<file path="src/rtl/wb_regfile.sv">
// Write-back stage and 32x32 integer register file.
// Selects the write-back value, commits it to the register file, serves two
// decode read ports, and tracks the retired-instruction count and last retired PC.
// Optional feature: define WB_BYPASS_EN for write-through reads of the WB value.
module wb_regfile #(
    parameter int unsigned DATA_W    = 32,
    parameter int unsigned NREG      = 32,
    parameter int unsigned ADDR_W    = 5,
    parameter int unsigned INSTRET_W = 64
) (
    input  logic                 clk,
    input  logic                 reset,
    input  logic                 wb_bubble_i,
    input  logic [31:0]          wb_inst_i,
    input  logic [1:0]           wb_wD_sel_i,
    input  logic [31:0]          wb_pc_i,
    input  logic [31:0]          wb_pc4_i,
    input  logic [DATA_W-1:0]    wb_C_i,
    input  logic [DATA_W-1:0]    wb_WriteData_i,
    input  logic                 wb_RegWrite_i,
    input  logic [ADDR_W-1:0]    rs1_addr_i,
    input  logic [ADDR_W-1:0]    rs2_addr_i,
    output logic [DATA_W-1:0]    rs1_data_o,
    output logic [DATA_W-1:0]    rs2_data_o,
    output logic [DATA_W-1:0]    wb_data_o,
    output logic [ADDR_W-1:0]    wb_rd_o,
    output logic                 wb_we_o,
    output logic [INSTRET_W-1:0] instret_o,
    output logic [31:0]          last_pc_o
);

    logic [DATA_W-1:0] regs [NREG];
    logic              retire;
    logic              unused_inst;

    // Only the rd field of the instruction word matters here
    assign unused_inst = ^{wb_inst_i[31:12], wb_inst_i[6:0]};

    assign wb_rd_o = ADDR_W'(wb_inst_i[11:7]);
    assign retire  = ~wb_bubble_i;

    // Commit only real, writing, non-x0 instructions; held off while in reset
    assign wb_we_o = reset & wb_RegWrite_i & ~wb_bubble_i & (wb_rd_o != '0);

    // Write-back source select; encoding 2'b11 is reserved and aliases the ALU result
    always_comb begin
        wb_data_o = wb_C_i;
        case (wb_wD_sel_i)
            2'b00:   wb_data_o = wb_C_i;
            2'b01:   wb_data_o = wb_WriteData_i;
            2'b10:   wb_data_o = DATA_W'(wb_pc4_i);
            default: wb_data_o = wb_C_i;
        endcase
    end

    // Read port 1: x0 reads zero, optional write-through of the pending WB value
    always_comb begin
        rs1_data_o = regs[rs1_addr_i];
        if (rs1_addr_i == '0) begin
            rs1_data_o = '0;
        end
`ifdef WB_BYPASS_EN
        else if (wb_we_o && (rs1_addr_i == wb_rd_o)) begin
            rs1_data_o = wb_data_o;
        end
`endif
    end

    // Read port 2: same rules as port 1
    always_comb begin
        rs2_data_o = regs[rs2_addr_i];
        if (rs2_addr_i == '0) begin
            rs2_data_o = '0;
        end
`ifdef WB_BYPASS_EN
        else if (wb_we_o && (rs2_addr_i == wb_rd_o)) begin
            rs2_data_o = wb_data_o;
        end
`endif
    end

    // Register array: cleared by reset, one write port from WB
    always_ff @(posedge clk or negedge reset) begin
        if (!reset) begin
            for (int i = 0; i < int'(NREG); i++) begin
                regs[i] <= '0;
            end
        end else if (wb_we_o) begin
            regs[wb_rd_o] <= wb_data_o;
        end
    end

    // Retire bookkeeping: counter wraps silently, both hold on a bubble
    always_ff @(posedge clk or negedge reset) begin
        if (!reset) begin
            instret_o <= '0;
            last_pc_o <= '0;
        end else if (retire) begin
            instret_o <= instret_o + INSTRET_W'(1);
            last_pc_o <= wb_pc_i;
        end
    end

endmodule
</file>
<file path="config.mk">
export PLATFORM = sky130hd
export DESIGN_NAME = wb_regfile
export DESIGN_NICKNAME = d
export VERILOG_FILES = /design/src/rtl/wb_regfile.sv
export SDC_FILE = /design/constraint.sdc
export NUM_CORES = 2
export LEC_CHECK = 0
export ABC_AREA = 0
export CORE_UTILIZATION = 27
export DETAILED_ROUTE_END_ITERATION = 16
export GPL_TIMING_DRIVEN = 0
export PLACE_DENSITY = 0.42
export REMOVE_ABC_BUFFERS = 1
export SLEW_MARGIN = 25
export SYNTH_ARGS = -nofsm -noshare
export SYNTH_HDL_FRONTEND = slang
export SYNTH_SLANG_ARGS = --single-unit
</file>
<file path="constraint.sdc">
create_clock -name clk -period 4.4 [get_ports clk]
set_input_delay 0.44 -clock clk [delete_from_list [all_inputs] [get_ports clk]]
set_output_delay 0.44 -clock clk [all_outputs]
set_load 0.02 [all_outputs]
</file>
==> results.md <==
• multiplexer share of the synthesized area: 0.207
• #FFs+latches synth: 1120
• Worst Tran Pin Value: 0.953 ns
• wire length per cell: 26.1 um
• synth-to-layout area growth: 24.1%
• Finished Cell Area: 72100 um2
• area of the core region: 213000 um2
• area share of and/or/nand/nor cells after synthesis: 0.106
• routability-driven placement congestion ratio: 0.733
• Synth Area in Compound Gates: 0.144
• Startpoint Class: primary input
• Synth Warn #: 0
• dpl ws: -0.442 ns
• Crit path required time: 3.96 ns
• number of buffers created by CTS: 138
• proportion of synthesized chip area in sequential cells: 0.483
• GRT Util Overall: 0.205
• initial cell density of the core: 0.273
• count of final hold-check violations: 0
• die height: 466 um
• Critical Path AT: 3.95 ns
• outcome: finished clean
• Synth Cell Area: 58100 um2
• buffer depth of the longest clock path: 3
• type of the setup path with the least slack: in2out
• area of the die: 217000 um2
• Max-slew headroom: 0.364
• I/O pin total: 374
• CTS H-Tree Depth: 4
• max-slew violation count: 0
• post-route DRC violation count: 0
• Post-Synthesis Cells: 5533
• via count of the first global-routing pass: 44571
• upper clock frequency limit: 228 MHz
• number of antenna violations at the first check in global routing: 3
• combinational family with the most area after synthesis: multiplexers
• final period demand of the worst path: 4.39 ns
• most common cell after layout, fill and taps aside: dfrtp_1
• Core Rows: 169
• pin count of the biggest net entering global routing: 127
• root buffer selected by CTS: clkbuf_16
• Total Nets Final: 5825
• post-route fraction of the period consumed by the critical path: 0.999
• fraction of registers with async set or reset after synthesis: 1.00
• number of antenna-violating nets in the routed design: 0
• largest voltage drop on the vdd net: 0.421 mV
• average vias per placed instance: 5.12
• total of max-cap violations: 0
• CTS sink count: 1120
• total overflow reported by the global router: 0
• chip width: 466 um
• final HPWL from detailed placement: 146000 um
• layout cells sized above 1: 0.166
• highest net fanout along the worst path: 45
• Worst Setup End Kind: output pin
• Worst R2R Setup Slack: 2.03 ns
• Layout Skew: 0.0207 ns
• Lkg Pwr: 30.7 nW
• clock latency on the worst-skew pair: 0.79 ns
• number of input and output port buffers inserted: 346
• Area after DPL: 67100 um2
• final setup fails: 0
• commonest cells after routing, fill and taps aside: 1120 x dfrtp_1, 1057 x o21ai_0, 1047 x nand2_1
• share of synthesized cell area in full adder, half adder and majority cells: 0.000646
• path class of the lowest-slack min-delay path: in2reg
• drt first-iter violations: 3171
• Post-Synthesis Mean Instance Area: 10.5 um2
• final worst-path setup slack: 0.00519 ns
• wire length reported by the detailed router: 223000 um
• count of flip-flops with a built-in enable after synthesis: 0
• xor-xnor portion of the synthesized cell area: 0.00950
• most instantiated flip-flop cell in the synthesis netlist: dfrtp_1
• clock slew at reported path FFs: 0.06 ns
• wire length of the first global-routing pass: 326000 um
• Power per Cell Area: 378 nW/um2
• count of TritonRoute iterations in the first routing pass: 5
• CTS tree: built
• unrepaired setup endpoints after global routing: no
• number of vias after detailed routing: 43904
• count of cell types in the netlist: 53
==> routing by layer <==
metal	GRT usage	routed length [um]	up-vias
li1	-	-	20074
met1	0.286	104000	22508
met2	0.328	104000	1070
met3	0.0339	10300	252
met4	0.0538	5450	0
met5	0	0	-
==> flip-flops by register name (all words and copies together) (netlist names) <==
name	count
regs	1024
instret_o	64
last_pc_o	32
==> critical path, stage by stage <==
cell and delay [ns]:
buf_8 0.37, buf_16 0.29, buf_16 0.31, nor2b_4 0.18
buf_16 0.20, buf_16 0.17, buf_16 0.17, a22oi_1 0.18
a21oi_1 0.16, nor4_1 0.58, clkdlybuf4s50_1 0.73
==> metrics by stage <==
step / hold slack (ns) / utilization / total power, mW / TNS (ns) / instances
3_5_place_dp: 0.366 / 0.315 / 16.0 / -12.20 / 8308
3_3_place_gp: 0.377 / 0.293 / 16.3 / - / 8131
4_1_cts: 0.158 / 0.338 / 27.6 / 0 / 8562
6_report: 0.202 / 0.338 / 27.3 / 0 / 8575
2_1_floorplan: 0.144 / - / 13.5 / 0 / 4964
5_1_grt: 0.195 / 0.338 / 28.5 / 0 / 8574
==> area by class of cell <==
class	instances	area, um2
repair buffers	542	7710
multi-input cells	3800	28200
well taps	2821	3530
flip-flops and latches	1120	28000
fillers	21321	141000
inverters	44	165
diodes	3	7.51
clock buffers	205	4030
clock inverters	40	433
==> report_power, final <==
| part | internal [mW] | switching, mW |
|---|---|---|
| Clock | 6.60 | 4.82 |
| Sequential | 11.0 | 0.543 |
| Combinational | 1.89 | 2.41 |
| Total | 19.5 | 7.77 |
==> worst paths after layout <==
| kind | startpoint | endpoint | cells past startpoint |
|---|---|---|---|
| worst max-delay path | rs2_addr_i[2] | rs2_data_o[10] | 11 |
| worst min-delay path | wb_bubble_i | last_pc_o[10]$_DFFE_PN0N_ | 2 |
| worst max register to register | instret_o[8]$_DFFE_PN0N_ | instret_o[61]$_DFFE_PN0N_ | 5 |
| worst min register to register | regs[993]$_DFFE_PN0P_ | regs[993]$_DFFE_PN0P_ | 0 |
| max in group asynchronous | reset | regs[429]$_DFFE_PN0P_ | 6 |
| min in group asynchronous | reset | regs[265]$_DFFE_PN0P_ | 4 |
==> Yosys cell counts, types with 3 or more instances <==
cell type	n	area, um2
a211oi_1	74	556
a21oi_1	103	515
a221oi_1	33	289
a22o_1	24	210
a22oi_1	174	1310
and2_1	6	37.5
and3_1	6	37.5
and4_1	3	26.3
buf_1	16	60.1
buf_12	3	60.1
buf_2	49	245
buf_4	37	278
buf_6	40	450
clkbuf_1	422	1580
dfrtp_1	1120	28000
ha_1	3	37.5
inv_1	44	165
mux2_2	108	1220
mux2i_1	398	3980
mux4_2	304	6850
nand2_1	1058	3970
nand2b_1	28	175
nand3_1	53	265
nand4_1	19	119
nor2_1	65	244
nor2b_1	80	500
nor3_1	33	165
nor3_2	5	50.1
nor4_1	42	263
nor4_2	3	37.5
o21ai_0	1057	5290
o21ai_1	13	65.1
o22ai_1	19	119
or2_2	3	18.8
xnor2_1	32	280
xor2_1	31	272
==> cell families after synthesis <==
group / count (synthesis)
AO/OA/AOI/OAI: 1497
multiplexers: 810
XOR/XNOR: 63
adder cells (fa/ha/maj): 3
buffers and inverters: 613
flip-flops: 1120
AND/OR/NAND/NOR: 1427
==> timing repair <==
action,4_1_cts,5_1_grt
endpoints found under the setup margin,40,25
hold buffers,3,0
endpoints found under the hold margin,132,0
pin swaps,0,3
gates cloned,4,1
setup buffers,2,9
resized for setup,20,7
Note: power is estimated with default switching activity, not from simulation.
